$ cat src/rtl/load_store_unit_pkg.sv
// -----------------------------------------------------------------------------
// load_store_unit_pkg
// Shared constants for the load/store unit: data width (`XLEN), FSM state
// encoding, RV32I load/store width codes, default load timeout and the
// misalignment predicate used by the request decoder.
// -----------------------------------------------------------------------------
`ifndef XLEN
`define XLEN 32
`endif

package load_store_unit_pkg;

    localparam int XLEN            = `XLEN;
    localparam int NBYTES          = XLEN / 8;
    localparam int TIMEOUT_DEFAULT = 255;

    typedef enum logic [1:0] {
        IDLE = 2'd0,
        REQ  = 2'd1,
        WAIT = 2'd2,
        DONE = 2'd3
    } lsu_state_e;

    localparam logic [2:0] F3_B  = 3'b000;
    localparam logic [2:0] F3_H  = 3'b001;
    localparam logic [2:0] F3_W  = 3'b010;
    localparam logic [2:0] F3_BU = 3'b100;
    localparam logic [2:0] F3_HU = 3'b101;

    // Halfwords must sit on an even byte, words on a word boundary.
    function automatic logic is_misaligned(input logic [2:0] funct3,
                                           input logic [1:0] off);
        logic r;
        r = 1'b0;
        case (funct3)
            F3_H, F3_HU: r = off[0];
            F3_W:        r = (off != 2'b00);
            default:     r = 1'b0;
        endcase
        return r;
    endfunction

endpackage

$ cat src/rtl/load_store_unit_formatter.sv
// -----------------------------------------------------------------------------
// lsu_formatter
// Purely combinational lane logic for the load/store unit.
//   funct3_i  : RV32I width code of the access
//   offset_i  : byte offset within the word (addr[1:0])
//   wdata_i   : right-aligned store data
//   rdata_i   : raw word returned by the bus
//   wstrb_o   : byte strobes for a store
//   wdata_o   : store data replicated across all lanes
//   rdata_o   : extracted and sign/zero-extended load result
// Misaligned offsets are aligned down to the natural boundary of the access,
// so a halfword at offset 1 uses lane 0 and a word always uses lane 0.
// -----------------------------------------------------------------------------
module lsu_formatter
    import load_store_unit_pkg::*;
(
    input  logic [2:0]        funct3_i,
    input  logic [1:0]        offset_i,
    input  logic [XLEN-1:0]   wdata_i,
    input  logic [XLEN-1:0]   rdata_i,
    output logic [NBYTES-1:0] wstrb_o,
    output logic [XLEN-1:0]   wdata_o,
    output logic [XLEN-1:0]   rdata_o
);

    logic [1:0]      lane_off;
    logic [XLEN-1:0] lane_data;

    // funct3[1:0] carries the size for both signed and unsigned codes.
    always_comb begin
        lane_off = 2'b00;
        case (funct3_i[1:0])
            2'b00:   lane_off = offset_i;
            2'b01:   lane_off = {offset_i[1], 1'b0};
            default: lane_off = 2'b00;
        endcase
    end

    assign lane_data = rdata_i >> {lane_off, 3'b000};

    always_comb begin
        wstrb_o = '0;
        wdata_o = wdata_i;
        rdata_o = '0;
        case (funct3_i)
            F3_B: begin
                rdata_o = {{(XLEN-8){lane_data[7]}}, lane_data[7:0]};
                wstrb_o = NBYTES'(1) << lane_off;
                wdata_o = {NBYTES{wdata_i[7:0]}};
            end
            F3_H: begin
                rdata_o = {{(XLEN-16){lane_data[15]}}, lane_data[15:0]};
                wstrb_o = NBYTES'(3) << lane_off;
                wdata_o = {(NBYTES/2){wdata_i[15:0]}};
            end
            F3_W: begin
                rdata_o = lane_data;
                wstrb_o = '1;
                wdata_o = wdata_i;
            end
            F3_BU: rdata_o = {{(XLEN-8){1'b0}}, lane_data[7:0]};
            F3_HU: rdata_o = {{(XLEN-16){1'b0}}, lane_data[15:0]};
            default: begin
                rdata_o = '0;
                wstrb_o = '0;
            end
        endcase
    end

endmodule

$ cat src/rtl/load_store_unit.sv
// -----------------------------------------------------------------------------
// load_store_unit
// Memory-stage load/store engine between the pipeline and a valid/ready bus.
//   clk, rst            : clock, synchronous active-high reset
//   req_*               : pipeline access request (held while stall=1)
//   read_data           : registered, formatted load result
//   stall               : freeze the pipeline until the access completes
//   bus_err             : one-cycle pulse when a load response times out
//   bus_req_valid/ready : bus request handshake
//   bus_addr/we/wstrb/wdata : word-aligned request fields
//   bus_rsp_valid/rdata : single-cycle read response
//   misaligned          : only with MISALIGN_TRAP_EN; flags and blocks a
//                         misaligned request instead of aligning it down
// Parameter TIMEOUT: WAIT cycles allowed before a load is abandoned.
//
// state | meaning
// ------+-------------------------------------------------------------
// IDLE  | no access in flight; accept a legal request and latch it
// REQ   | bus_req_valid asserted until bus_req_ready
// WAIT  | load accepted, counting down for bus_rsp_valid
// DONE  | access complete, stall released for one cycle
// -----------------------------------------------------------------------------
module load_store_unit
    import load_store_unit_pkg::*;
#(
    parameter int TIMEOUT = TIMEOUT_DEFAULT
) (
    input  logic              clk,
    input  logic              rst,
    input  logic              req_valid,
    input  logic              req_write,
    input  logic [2:0]        req_funct3,
    input  logic [XLEN-1:0]   req_addr,
    input  logic [XLEN-1:0]   req_wdata,
    output logic [XLEN-1:0]   read_data,
    output logic              stall,
    output logic              bus_err,
    output logic              bus_req_valid,
    input  logic              bus_req_ready,
    output logic [XLEN-1:0]   bus_addr,
    output logic              bus_we,
    output logic [NBYTES-1:0] bus_wstrb,
    output logic [XLEN-1:0]   bus_wdata,
    input  logic              bus_rsp_valid,
    input  logic [XLEN-1:0]   bus_rdata
`ifdef MISALIGN_TRAP_EN
    ,
    output logic              misaligned
`endif
);

    localparam int CNT_W = (TIMEOUT > 1) ? $clog2(TIMEOUT) : 1;
    localparam logic [CNT_W-1:0] CNT_LOAD = CNT_W'(TIMEOUT - 1);

    lsu_state_e        state_q, state_d;
    logic [CNT_W-1:0]  cnt_q, cnt_d;
    logic [XLEN-1:0]   read_data_q, read_data_d;
    logic              bus_err_q, bus_err_d;
    logic [XLEN-1:0]   addr_q, addr_d;
    logic [XLEN-1:0]   wdata_q, wdata_d;
    logic [2:0]        funct3_q, funct3_d;
    logic              write_q, write_d;

    logic              trap;
    logic [NBYTES-1:0] fmt_wstrb;
    logic [XLEN-1:0]   fmt_wdata;
    logic [XLEN-1:0]   fmt_rdata;

`ifdef MISALIGN_TRAP_EN
    assign trap       = req_valid && is_misaligned(req_funct3, req_addr[1:0]);
    assign misaligned = trap;
`else
    assign trap = 1'b0;
`endif

    lsu_formatter u_formatter (
        .funct3_i (funct3_q),
        .offset_i (addr_q[1:0]),
        .wdata_i  (wdata_q),
        .rdata_i  (bus_rdata),
        .wstrb_o  (fmt_wstrb),
        .wdata_o  (fmt_wdata),
        .rdata_o  (fmt_rdata)
    );

    always_ff @(posedge clk) begin
        if (rst) begin
            state_q     <= IDLE;
            cnt_q       <= '0;
            read_data_q <= '0;
            bus_err_q   <= 1'b0;
            addr_q      <= '0;
            wdata_q     <= '0;
            funct3_q    <= '0;
            write_q     <= 1'b0;
        end else begin
            state_q     <= state_d;
            cnt_q       <= cnt_d;
            read_data_q <= read_data_d;
            bus_err_q   <= bus_err_d;
            addr_q      <= addr_d;
            wdata_q     <= wdata_d;
            funct3_q    <= funct3_d;
            write_q     <= write_d;
        end
    end

    always_comb begin
        state_d       = state_q;
        cnt_d         = cnt_q;
        read_data_d   = read_data_q;
        bus_err_d     = 1'b0;
        addr_d        = addr_q;
        wdata_d       = wdata_q;
        funct3_d      = funct3_q;
        write_d       = write_q;
        bus_req_valid = 1'b0;
        case (state_q)
            IDLE: begin
                if (req_valid && !trap) begin
                    addr_d   = req_addr;
                    wdata_d  = req_wdata;
                    funct3_d = req_funct3;
                    write_d  = req_write;
                    state_d  = REQ;
                end
            end
            REQ: begin
                bus_req_valid = 1'b1;
                if (bus_req_ready) begin
                    if (write_q) begin
                        state_d = DONE;
                    end else begin
                        cnt_d   = CNT_LOAD;
                        state_d = WAIT;
                    end
                end
            end
            WAIT: begin
                // Response is checked first so it wins over a same-cycle timeout.
                if (bus_rsp_valid) begin
                    read_data_d = fmt_rdata;
                    state_d     = DONE;
                end else if (cnt_q == '0) begin
                    read_data_d = '0;
                    bus_err_d   = 1'b1;
                    state_d     = DONE;
                end else begin
                    cnt_d = cnt_q - CNT_W'(1);
                end
            end
            DONE: state_d = IDLE;
            default: state_d = IDLE;
        endcase
    end

    assign stall     = req_valid && (state_q != DONE) && !trap;
    assign read_data = read_data_q;
    assign bus_err   = bus_err_q;
    assign bus_addr  = {addr_q[XLEN-1:2], 2'b00};
    assign bus_we    = write_q;
    assign bus_wstrb = write_q ? fmt_wstrb : '0;
    assign bus_wdata = fmt_wdata;

endmodule
$ cat config.mk
export PLATFORM = sky130hd
export DESIGN_NAME = load_store_unit
export DESIGN_NICKNAME = d
export VERILOG_FILES = /design/src/rtl/load_store_unit_pkg.sv /design/src/rtl/load_store_unit_formatter.sv /design/src/rtl/load_store_unit.sv
export SDC_FILE = /design/constraint.sdc
export NUM_CORES = 1
export LEC_CHECK = 0
export ABC_AREA = 1
export ABC_CLOCK_PERIOD_IN_PS = 2000
export CORE_ASPECT_RATIO = 0.7
export CORE_MARGIN = 5
export CORE_UTILIZATION = 46
export CTS_BUF_LIST = sky130_fd_sc_hd__clkbuf_8
export DETAILED_ROUTE_END_ITERATION = 10
export GPL_ROUTABILITY_DRIVEN = 0
export PLACE_DENSITY = 0.82
export SLEW_MARGIN = 20
export SYNTH_ARGS = -nofsm -noshare
export SYNTH_HDL_FRONTEND = slang
export SYNTH_SLANG_ARGS = --single-unit
export TNS_END_PERCENT = 1
$ cat constraint.sdc
create_clock -name clk -period 2 [get_ports clk]
set_input_delay 0.3 -clock clk [delete_from_list [all_inputs] [get_ports clk]]
set_output_delay 0.3 -clock clk [all_outputs]
set_load 0.03 [all_outputs]
==> metrics.txt, run 1 <==
count of pins over their slew limit=0; Max Clock Freq=499 MHz; fraction of layout cells with a size suffix above 1=10.7%; Worst-path clk slew=0.11 ns; Data arrival, critical path=1.71 ns; largest net degree at the start of global routing=72; DRC errors left=0; TritonCTS clock tree=built; routed len/inst=14.9 um; start-to-end type of the worst setup path=reg -> out; Yosys warning total=0; Tcrit/Tclk final=100%; initial antenna violation count=0; flip-flop and latch count after synthesis=111; TritonCTS buffer count=9; total count of hold-check failures in the final report=0; cell area power density=1290 nW/um^2; CTS hold repair buffers=0; Final Total Pwr=9970 uW; CP cell instances=inv_2 -> nand2_4 -> buf_4 -> nor2_4 -> a211oi_2 -> or2_2 -> inv_2 -> buf_6; dpl ws=0.121 ns; via density per instance=5.00; post-route core utilization=65.9%; critical path startpoint category=register; Worst-Skew Late Latency=0.38 ns; Chip Height=101 um; Die Area=14200 um^2; final critical-path required period=2.01 ns; slowest cell delay on critical path=0.34 ns; GRT Util Overall=22.7%; cell with the biggest individual delay on the critical path=sky130_fd_sc_hd__dfxtp_2; core box area=11700 um^2; maximum net fanout on the critical path=4; maximum buffer depth of the clock tree=2; Final #Nets=1082; worst setup skew after layout=0.0153 ns; half-perimeter wire length of the detailed placement result=12200 um; setup ws final=-0.00573 ns; final setup violation count=2; setup repair after global routing missed its margin=yes; root buffer cell=sky130_fd_sc_hd__clkbuf_8; distinct cell type count after synthesis=27; # Max-Cap Violations=0; area added between synthesis and finish=40.8%; Filler cells=1071; synthesized netlist cell count=807; vias after detailed routing=5657; final sum of negative setup slack=-0.00770 ns; GRT Residual Overflow=0; ant diodes=0; remaining antenna violation count=0; gate family responsible for the most delay along the worst path=simple AND/OR/NAND/NOR gates; proportion of synthesized chip area in sequential cells=40.6%; sinks on the clock net=111; failing checks=setup timing; top-level I/O count=209; detailed-routing iteration count for the pre-antenna-repair pass=5; wirelength, routed=16900 um; mean area per synthesized cell=6.78 um^2; path category of the worst min-delay check=reg -> reg; # port buffers=206; most repeated library cell on the critical path=sky130_fd_sc_hd__inv_2; vias in the first global route=5187; maximum ir drop on the vdd rail=0.631 mV; outcome=finished, violations left; kind of end point of the critical path=primary output; netlist area before placement=5470 um^2; x dimension of the die=140 um; DRT iter0 DRCs=431; reported leakage power=0.00318 uW; Std-Cell Rows=33; first-pass GRT wire length=26400 um; Worst EP required=1.70 ns; crit path buf inv count=4; htree depth=3; initial cell density of the core=46.8%
-- metal layers --
metal | GRT usage [%] | vias up | part of all wire, %
li1 | - | 2901 | -
met1 | 31.6 | 2520 | 45
met2 | 34.2 | 212 | 43
met3 | 7.50 | 24 | 9.4
met4 | 5.73 | 0 | 1.8
met5 | 0 | - | 0
-- cells by family (layout without fill, tap and decap cells) --
| family | Yosys count | count (layout) | synth area share [%] |
|---|---|---|---|
| simple gates | 395 | 395 | 29.4 |
| compound gates | 166 | 166 | 16.0 |
| buf+inv | 122 | 289 | 11.6 |
| flops | 111 | 111 | 40.6 |
| fa+ha+maj | 7 | 7 | 1.60 |
| xor+xnor | 5 | 5 | 0.801 |
| other cells | 1 | 2 | 0.0686 |
-- Yosys cell counts --
library cell	n	area [um^2]
sky130_fd_sc_hd__nand2_1	194	728
sky130_fd_sc_hd__nor2_1	128	480
sky130_fd_sc_hd__dfxtp_1	111	2220
sky130_fd_sc_hd__o21ai_0	91	455
sky130_fd_sc_hd__nand3_1	61	305
sky130_fd_sc_hd__a21oi_1	58	290
sky130_fd_sc_hd__buf_4	43	323
sky130_fd_sc_hd__clkbuf_1	32	120
sky130_fd_sc_hd__inv_1	32	120
sky130_fd_sc_hd__o211ai_1	16	120
sky130_fd_sc_hd__buf_2	10	50.1
sky130_fd_sc_hd__ha_1	7	87.6
sky130_fd_sc_hd__xor2_1	4	35.0
sky130_fd_sc_hd__buf_1	2	7.51
sky130_fd_sc_hd__inv_2	2	7.51
sky130_fd_sc_hd__nand2_2	2	12.5
sky130_fd_sc_hd__nand3_2	2	20.0
sky130_fd_sc_hd__nand4_1	2	12.5
sky130_fd_sc_hd__nor2_4	2	22.5
sky130_fd_sc_hd__a211oi_1	1	7.51
sky130_fd_sc_hd__clkinv_1	1	3.75
sky130_fd_sc_hd__conb_1	1	3.75
sky130_fd_sc_hd__nand3b_1	1	7.51
sky130_fd_sc_hd__nor2_2	1	6.26
sky130_fd_sc_hd__nor4_1	1	6.26
sky130_fd_sc_hd__or2_2	1	6.26
sky130_fd_sc_hd__xnor2_1	1	8.76
-- placed cells by master, fill, tap and decap left out, types with 3 or more instances in the layout --
cell / n
sky130_fd_sc_hd__nor2_1: 126
sky130_fd_sc_hd__o211ai_1: 16
sky130_fd_sc_hd__nand3_1: 61
sky130_fd_sc_hd__inv_2: 7
sky130_fd_sc_hd__dfxtp_1: 109
sky130_fd_sc_hd__clkinv_2: 3
sky130_fd_sc_hd__buf_4: 46
sky130_fd_sc_hd__clkbuf_8: 9
sky130_fd_sc_hd__o21ai_1: 7
sky130_fd_sc_hd__buf_12: 5
sky130_fd_sc_hd__a21oi_1: 56
sky130_fd_sc_hd__clkbuf_2: 6
sky130_fd_sc_hd__nor2_4: 4
sky130_fd_sc_hd__clkdlybuf4s50_1: 176
sky130_fd_sc_hd__inv_6: 3
sky130_fd_sc_hd__o21ai_0: 84
sky130_fd_sc_hd__nand2_1: 189
sky130_fd_sc_hd__inv_1: 25
sky130_fd_sc_hd__nand2_2: 5
sky130_fd_sc_hd__ha_1: 7
sky130_fd_sc_hd__xor2_1: 4
-- layout make-up --
class / instances / area (um^2) / share of cell area, %
repair buffers: 238 / 2290 / 29.7
multi-input cells: 575 / 2680 / 34.8
well taps: 157 / 196 / 2.55
flip-flops and latches: 111 / 2230 / 28.9
clock inverters: 7 / 53.8 / 0.698
inverters: 35 / 136 / 1.77
clock buffers: 9 / 124 / 1.61
-- timing repair --
action,4_1_cts,5_1_grt
resized for setup,13,44
endpoints found under the setup margin,21,46
setup buffers,0,6
hold endpoints to repair,0,0
pin swaps,0,5
-- worst register-to-register path: cells and delay by family, from the launching register on --
| kind | cells | cell delay (ns) |
|---|---|---|
| adder cells (fa/ha/maj) | 1 | 0.23 |
| flip-flops | 1 | 0.40 |
| AO/OA/AOI/OAI | 3 | 0.42 |
| buffers and inverters | 2 | 0.20 |
| AND/OR/NAND/NOR | 3 | 0.49 |
-- worst paths after layout --
| kind | from | to | slack [ns] | depth (start not counted) |
|---|---|---|---|---|
| worst max-delay path | funct3_q[1] | bus_wstrb[1] | -0.006 | 8 |
| worst min-delay path | read_data[14] | read_data[14] | 0.47 | 2 |
| worst max register to register | state_q[1] | cnt_q[0] | 0.15 | 9 |
| worst min register to register | read_data[14] | read_data[14] | 0.47 | 2 |
-- flip-flops by register name (all words and copies together) (netlist names) --
signal	count
read_data	32
bus_we	1
bus_err	1
state_q	2
funct3_q	3
addr_q	32
wdata_q	32
cnt_q	8
-- power breakdown --
part	total, uW	switching (uW)	internal, uW	leakage, uW
clock network	1280	813	468	0.0000944
logic	5590	3460	2130	0.00217
registers	3100	353	2750	0.000913
total	9970	4620	5350	0.00318
-- through the flow --
stage          hold WS, ns  cell area (um^2)  cells
4_1_cts              0.472              7610   1126
6_report             0.468              7700   1132
5_1_grt              0.491              7700   1132
2_1_floorplan        0.378              5470    808
3_5_place_dp         0.454              7430   1110
3_3_place_gp         0.451              7430   1110
Power figures use the tool's default switching activity.
==> run 2: changes to the inputs <==
--- a/config.mk
+++ b/config.mk
@@ -6,16 +6,17 @@
 export NUM_CORES = 1
 export LEC_CHECK = 0
 export ABC_AREA = 1
-export ABC_CLOCK_PERIOD_IN_PS = 2000
+export ABC_CLOCK_PERIOD_IN_PS = 1700
 export CORE_ASPECT_RATIO = 0.7
 export CORE_MARGIN = 5
-export CORE_UTILIZATION = 46
+export CORE_UTILIZATION = 42
 export CTS_BUF_LIST = sky130_fd_sc_hd__clkbuf_8
 export DETAILED_ROUTE_END_ITERATION = 10
 export GPL_ROUTABILITY_DRIVEN = 0
-export PLACE_DENSITY = 0.82
+export PLACE_DENSITY = 0.77
 export SLEW_MARGIN = 20
 export SYNTH_ARGS = -nofsm -noshare
 export SYNTH_HDL_FRONTEND = slang
+export SYNTH_HIERARCHICAL = 1
 export SYNTH_SLANG_ARGS = --single-unit
 export TNS_END_PERCENT = 1
==> constraint.sdc (replaced) <==
create_clock -name clk -period 1.7 [get_ports clk]
set_input_delay 0.255 -clock clk [delete_from_list [all_inputs] [get_ports clk]]
set_output_delay 0.255 -clock clk [all_outputs]
set_load 0.03 [all_outputs]
==> run 2 against run 1 <==
  * Via count increased by 7.8%
  * First-iteration DRC count fell by 4.4%
  * Critical path type unchanged
  * Routed wire length up 8.6%
  * Global-route usage is 1.4 points lower
  * Die area grew 18%
  * Worst setup slack lost 0.20 ns
  * The flow still finishes with violations (setup timing)
  * Critical endpoint is now bus_wdata[16]
  * Non-clock buffer count unchanged
==> metrics.txt, run 2 <==
relative contribution of sequential cells to total power=27.8% (was 31.1%); ant diodes=0 (unchanged); most frequent standard cell in the layout excluding fill and tap cells=sky130_fd_sc_hd__nand2_1 (unchanged); DRT iter0 DRCs=412 (was 431); final setup violation count=44 (was 2); top post-synthesis cells by count=199 x sky130_fd_sc_hd__nand2_1, 169 x sky130_fd_sc_hd__nor2_1, 111 x sky130_fd_sc_hd__dfxtp_1 (was 194 x sky130_fd_sc_hd__nand2_1, 128 x sky130_fd_sc_hd__nor2_1, 111 x sky130_fd_sc_hd__dfxtp_1); Switching Share=47.6% (was 46.4%); startpoint of the lowest-slack register-to-register path=funct3_q[1] (was state_q[1]); worst-case hold path end point=read_data[7] (was read_data[14]); netlist area before placement=5970 um^2 (was 5470 um^2); commonest cells after routing, fill and taps aside=197 x sky130_fd_sc_hd__nand2_1, 169 x sky130_fd_sc_hd__nor2_1, 108 x sky130_fd_sc_hd__dfxtp_1, 108 x sky130_fd_sc_hd__clkdlybuf4s50_1, 77 x sky130_fd_sc_hd__o21ai_0 (was 189 x sky130_fd_sc_hd__nand2_1, 176 x sky130_fd_sc_hd__clkdlybuf4s50_1, 126 x sky130_fd_sc_hd__nor2_1); worst hold path stage count=2 (unchanged); Worst EP required=1.44 ns (was 1.70 ns); area share of the largest cell type after synthesis=37.2% (was 40.6%); detailed-routing iteration count for the pre-antenna-repair pass=5 (unchanged); Internal Power=6870 uW (was 5350 uW); routed len/inst=14.8 um (was 14.9 um); critical path startpoint category=register (unchanged); htree depth=3 (unchanged); core box area=13900 um^2 (was 11700 um^2); Filler cells=1254 (was 1071); cell with the biggest individual delay on the critical path=sky130_fd_sc_hd__dfxtp_4 (was sky130_fd_sc_hd__dfxtp_2); half-perimeter wire length of the detailed placement result=13400 um (was 12200 um); Std-Cell Rows=36 (was 33); outcome=finished, violations left (unchanged); CP cell instances=nor2_4 -> nand2_4 -> nand2_2 -> buf_12 -> nor2_1 -> a21oi_1 -> buf_4 (was inv_2 -> nand2_4 -> buf_4 -> nor2_4 -> a211oi_2 -> or2_2 -> inv_2 -> buf_6); initial antenna violation count=0 (unchanged); setup ws final=-0.210 ns (was -0.00573 ns); placed cells=1216 (was 1110); flip-flop and latch count after synthesis=111 (unchanged); cell area reported after detailed placement=7930 um^2 (was 7430 um^2); mean area per synthesized cell=6.75 um^2 (was 6.78 um^2); cell area power density=1560 nW/um^2 (was 1290 nW/um^2); failing checks=setup timing (unchanged); TritonCTS buffer count=9 (unchanged); reported leakage power=0.00435 uW (was 0.00318 uW); proportion of synthesized chip area in sequential cells=37.2% (was 40.6%); setup repair after global routing missed its margin=yes (unchanged); first-pass GRT wire length=29100 um (was 26400 um); Worst-path clk slew=0.10 ns (was 0.11 ns); maximum net fanout on the critical path=20 (was 4); worst setup skew after layout=0.0145 ns (was 0.0153 ns); net switching component of the power=6240 uW (was 4620 uW); path category of the worst min-delay check=reg -> reg (unchanged); total count of hold-check failures in the final report=0 (unchanged); Die Area=16700 um^2 (was 14200 um^2); CTS hold repair buffers=0 (unchanged); maximum ir drop on the vdd rail=0.827 mV (was 0.631 mV); flip-flop and latch area=2230 um^2 (about the same); most common cell in the synthesized netlist=sky130_fd_sc_hd__nand2_1 (unchanged); leading register cell type out of synthesis=sky130_fd_sc_hd__dfxtp_1 (unchanged); slowest cell delay on critical path=0.38 ns (was 0.34 ns); path depth of the worst reg2reg path=9 (unchanged); Chip Height=110 um (was 101 um); Worst-Skew Late Latency=0.38 ns (about the same); largest net degree at the start of global routing=41 (was 72); most area-hungry cell type in the Yosys netlist=sky130_fd_sc_hd__dfxtp_1 (unchanged); sinks on the clock net=111 (unchanged); GRT Residual Overflow=0 (unchanged); Non-Filler Cell Area, Final=8420 um^2 (was 7700 um^2); distinct cell type count after synthesis=31 (was 27); GRT Util Overall=21.3% (was 22.7%); root buffer cell=sky130_fd_sc_hd__clkbuf_8 (unchanged); vias in the first global route=5597 (was 5187); reg2reg setup slack=-0.07 ns (was 0.15 ns); # Max-Cap Violations=0 (unchanged); DRC errors left=0 (unchanged); FF-to-FF End=read_data[14] (was cnt_q[0]); via density per instance=4.93 (was 5.00); area added between synthesis and finish=41.0% (was 40.8%); start-to-end type of the worst setup path=reg -> out (unchanged); footprint of the multi-input gates=3020 um^2 (was 2680 um^2); final critical-path required period=1.91 ns; Yosys warning total=6 (was 0); maximum buffer depth of the clock tree=2 (unchanged); count of pins over their slew limit=0 (unchanged); Final #Nets=1154 (was 1082); power share of the clock group=11.6% (was 12.8%); # port buffers=206 (unchanged); remaining antenna violation count=0 (unchanged); top-level I/O count=209 (unchanged); Max Clock Freq=523 MHz; TritonCTS clock tree=built (unchanged); kind of end point of the critical path=primary output (unchanged); Data arrival, critical path=1.66 ns (was 1.71 ns); wirelength, routed=18400 um (was 16900 um); Final Instance Count excl. Fillers=1237 (was 1132); Post-synth ARST share=0% (unchanged); top area cells in the synthesized netlist=sky130_fd_sc_hd__dfxtp_1 37%, sky130_fd_sc_hd__nand2_1 13%, sky130_fd_sc_hd__nor2_1 11%, sky130_fd_sc_hd__o21ai_0 7.0%, sky130_fd_sc_hd__nand3_1 6.0% (was sky130_fd_sc_hd__dfxtp_1 41%, sky130_fd_sc_hd__nand2_1 13%, sky130_fd_sc_hd__nor2_1 8.8%, sky130_fd_sc_hd__o21ai_0 8.3%, sky130_fd_sc_hd__buf_4 5.9%); vias after detailed routing=6101 (was 5657); final-layout worst hold slack=0.466 ns (was 0.468 ns); gate family responsible for the most delay along the worst path=simple AND/OR/NAND/NOR gates (unchanged); Final Total Pwr=13100 uW (was 9970 uW); proportion of power drawn by combinational gates=60.6% (was 56.1%); x dimension of the die=152 um (was 140 um); fraction of layout cells with a size suffix above 1=13.8% (was 10.7%); Tcrit/Tclk final=112%; final sum of negative setup slack=-4.62 ns (was -0.00770 ns); crit path buf inv count=2 (was 4); synthesized netlist cell count=884 (was 807); hold wc startpoint=read_data[7] (was read_data[14]); initial cell density of the core=42.9% (was 46.8%); EDFF count, synth=0 (unchanged)
[run 2: changes by cell type in the layout (fill, tap and decap cells not counted), moves of 7 or more]
| cell | previous run | this run |
|---|---|---|
| sky130_fd_sc_hd__o21ai_0 | 84 | 77 |
| sky130_fd_sc_hd__inv_1 | 25 | 43 |
| sky130_fd_sc_hd__clkdlybuf4s50_1 | 176 | 108 |
| sky130_fd_sc_hd__dlygate4sd2_1 | 1 | 23 |
| sky130_fd_sc_hd__nand2_1 | 189 | 197 |
| sky130_fd_sc_hd__buf_6 | 2 | 17 |
| sky130_fd_sc_hd__o211ai_1 | 16 | 1 |
| sky130_fd_sc_hd__buf_12 | 5 | 12 |
| sky130_fd_sc_hd__a21oi_1 | 56 | 41 |
| sky130_fd_sc_hd__dlymetal6s2s_1 | 0 | 45 |
| sky130_fd_sc_hd__nand3_1 | 61 | 68 |
| sky130_fd_sc_hd__buf_4 | 46 | 32 |
| sky130_fd_sc_hd__nand3_2 | 1 | 18 |
| sky130_fd_sc_hd__nor2_1 | 126 | 169 |
[run 2: worst min-delay path, delay by kind of cell (launching register included)]
| kind | cells | cell delay, ns |
|---|---|---|
| flip-flops | 1 | 0.32 |
| AND/OR/NAND/NOR | 1 | 0.06 |
| AO/OA/AOI/OAI | 1 | 0.05 |
[run 2: power by group through the flow]
stage | sequential [uW] | combinational [uW] | clock [uW]
floorplan | 3770 | 5270 | 0
global placement | 3670 | 7550 | 0
detailed placement | 3700 | 7590 | 0
CTS | 3640 | 7670 | 1580
global route | 3730 | 8660 | 1690
finish | 3640 | 7950 | 1510
[run 2: worst max-delay path by stage]
stage | from | end | slack, ns | cells past startpoint
6_report | funct3_q[1] | bus_wdata[16] | -0.21 | 7
5_1_grt | funct3_q[1] | bus_wdata[12] | -0.32 | 7
4_1_cts | funct3_q[1] | bus_wdata[15] | -0.22 | 7
3_5_place_dp | bus_rdata[31] | read_data[12] | -0.10 | 7
3_3_place_gp | bus_rdata[31] | read_data[13] | -0.06 | 7
2_1_floorplan | funct3_q[1] | bus_wdata[10] | -0.1 | 5
[run 2: per-layer routing]
layer | track usage, % | part of all wire (%)
met1 | 29.0 | 46
met2 | 33.0 | 43
met3 | 8.10 | 11
met4 | 3.24 | 0.62
met5 | 0 | 0
[run 2: timing repair]
action,in CTS,in global routing
pin swaps,2,10
resized for setup,41,86
endpoints found under the setup margin,59,114
setup buffers,3,2
[run 2: cell families after synthesis]
family	share of synthesized area, %
adders and majority gates	1.47
buffers and inverters	13.8
other	0.0628
and+or+nand+nor	34.8
AOI/OAI and AO/OA	12.6
DFF	37.2
[run 2: cell type report]
class	instances	share of cell area, %
Multi-Input combinational cell	628	35.9
Inverter	54	2.56
Sequential cell	111	26.5
Tap cell	190	2.82
Clock buffer	10	1.64
Clock inverter	6	0.535
Timing Repair Buffer	238	30.0
[run 2: through the flow]
stage | worst slack (ns) | util (%)
final | -0.210 | 60.5
after global routing | -0.321 | 60.5
after CTS | -0.219 | 58.5
after detailed placement | -0.100 | 57.0
after global placement | -0.0638 | 57.0
after floorplan | -0.0984 | -
==> run 3: changes to the inputs <==
--- a/config.mk
+++ b/config.mk
@@ -7,6 +7,7 @@
 export LEC_CHECK = 0
 export ABC_AREA = 1
 export ABC_CLOCK_PERIOD_IN_PS = 1700
+export CAP_MARGIN = 20
 export CORE_ASPECT_RATIO = 0.7
 export CORE_MARGIN = 5
 export CORE_UTILIZATION = 42
==> results of run 3 <==
No change in the layout: final DEF, timing and power equal those of run 2.
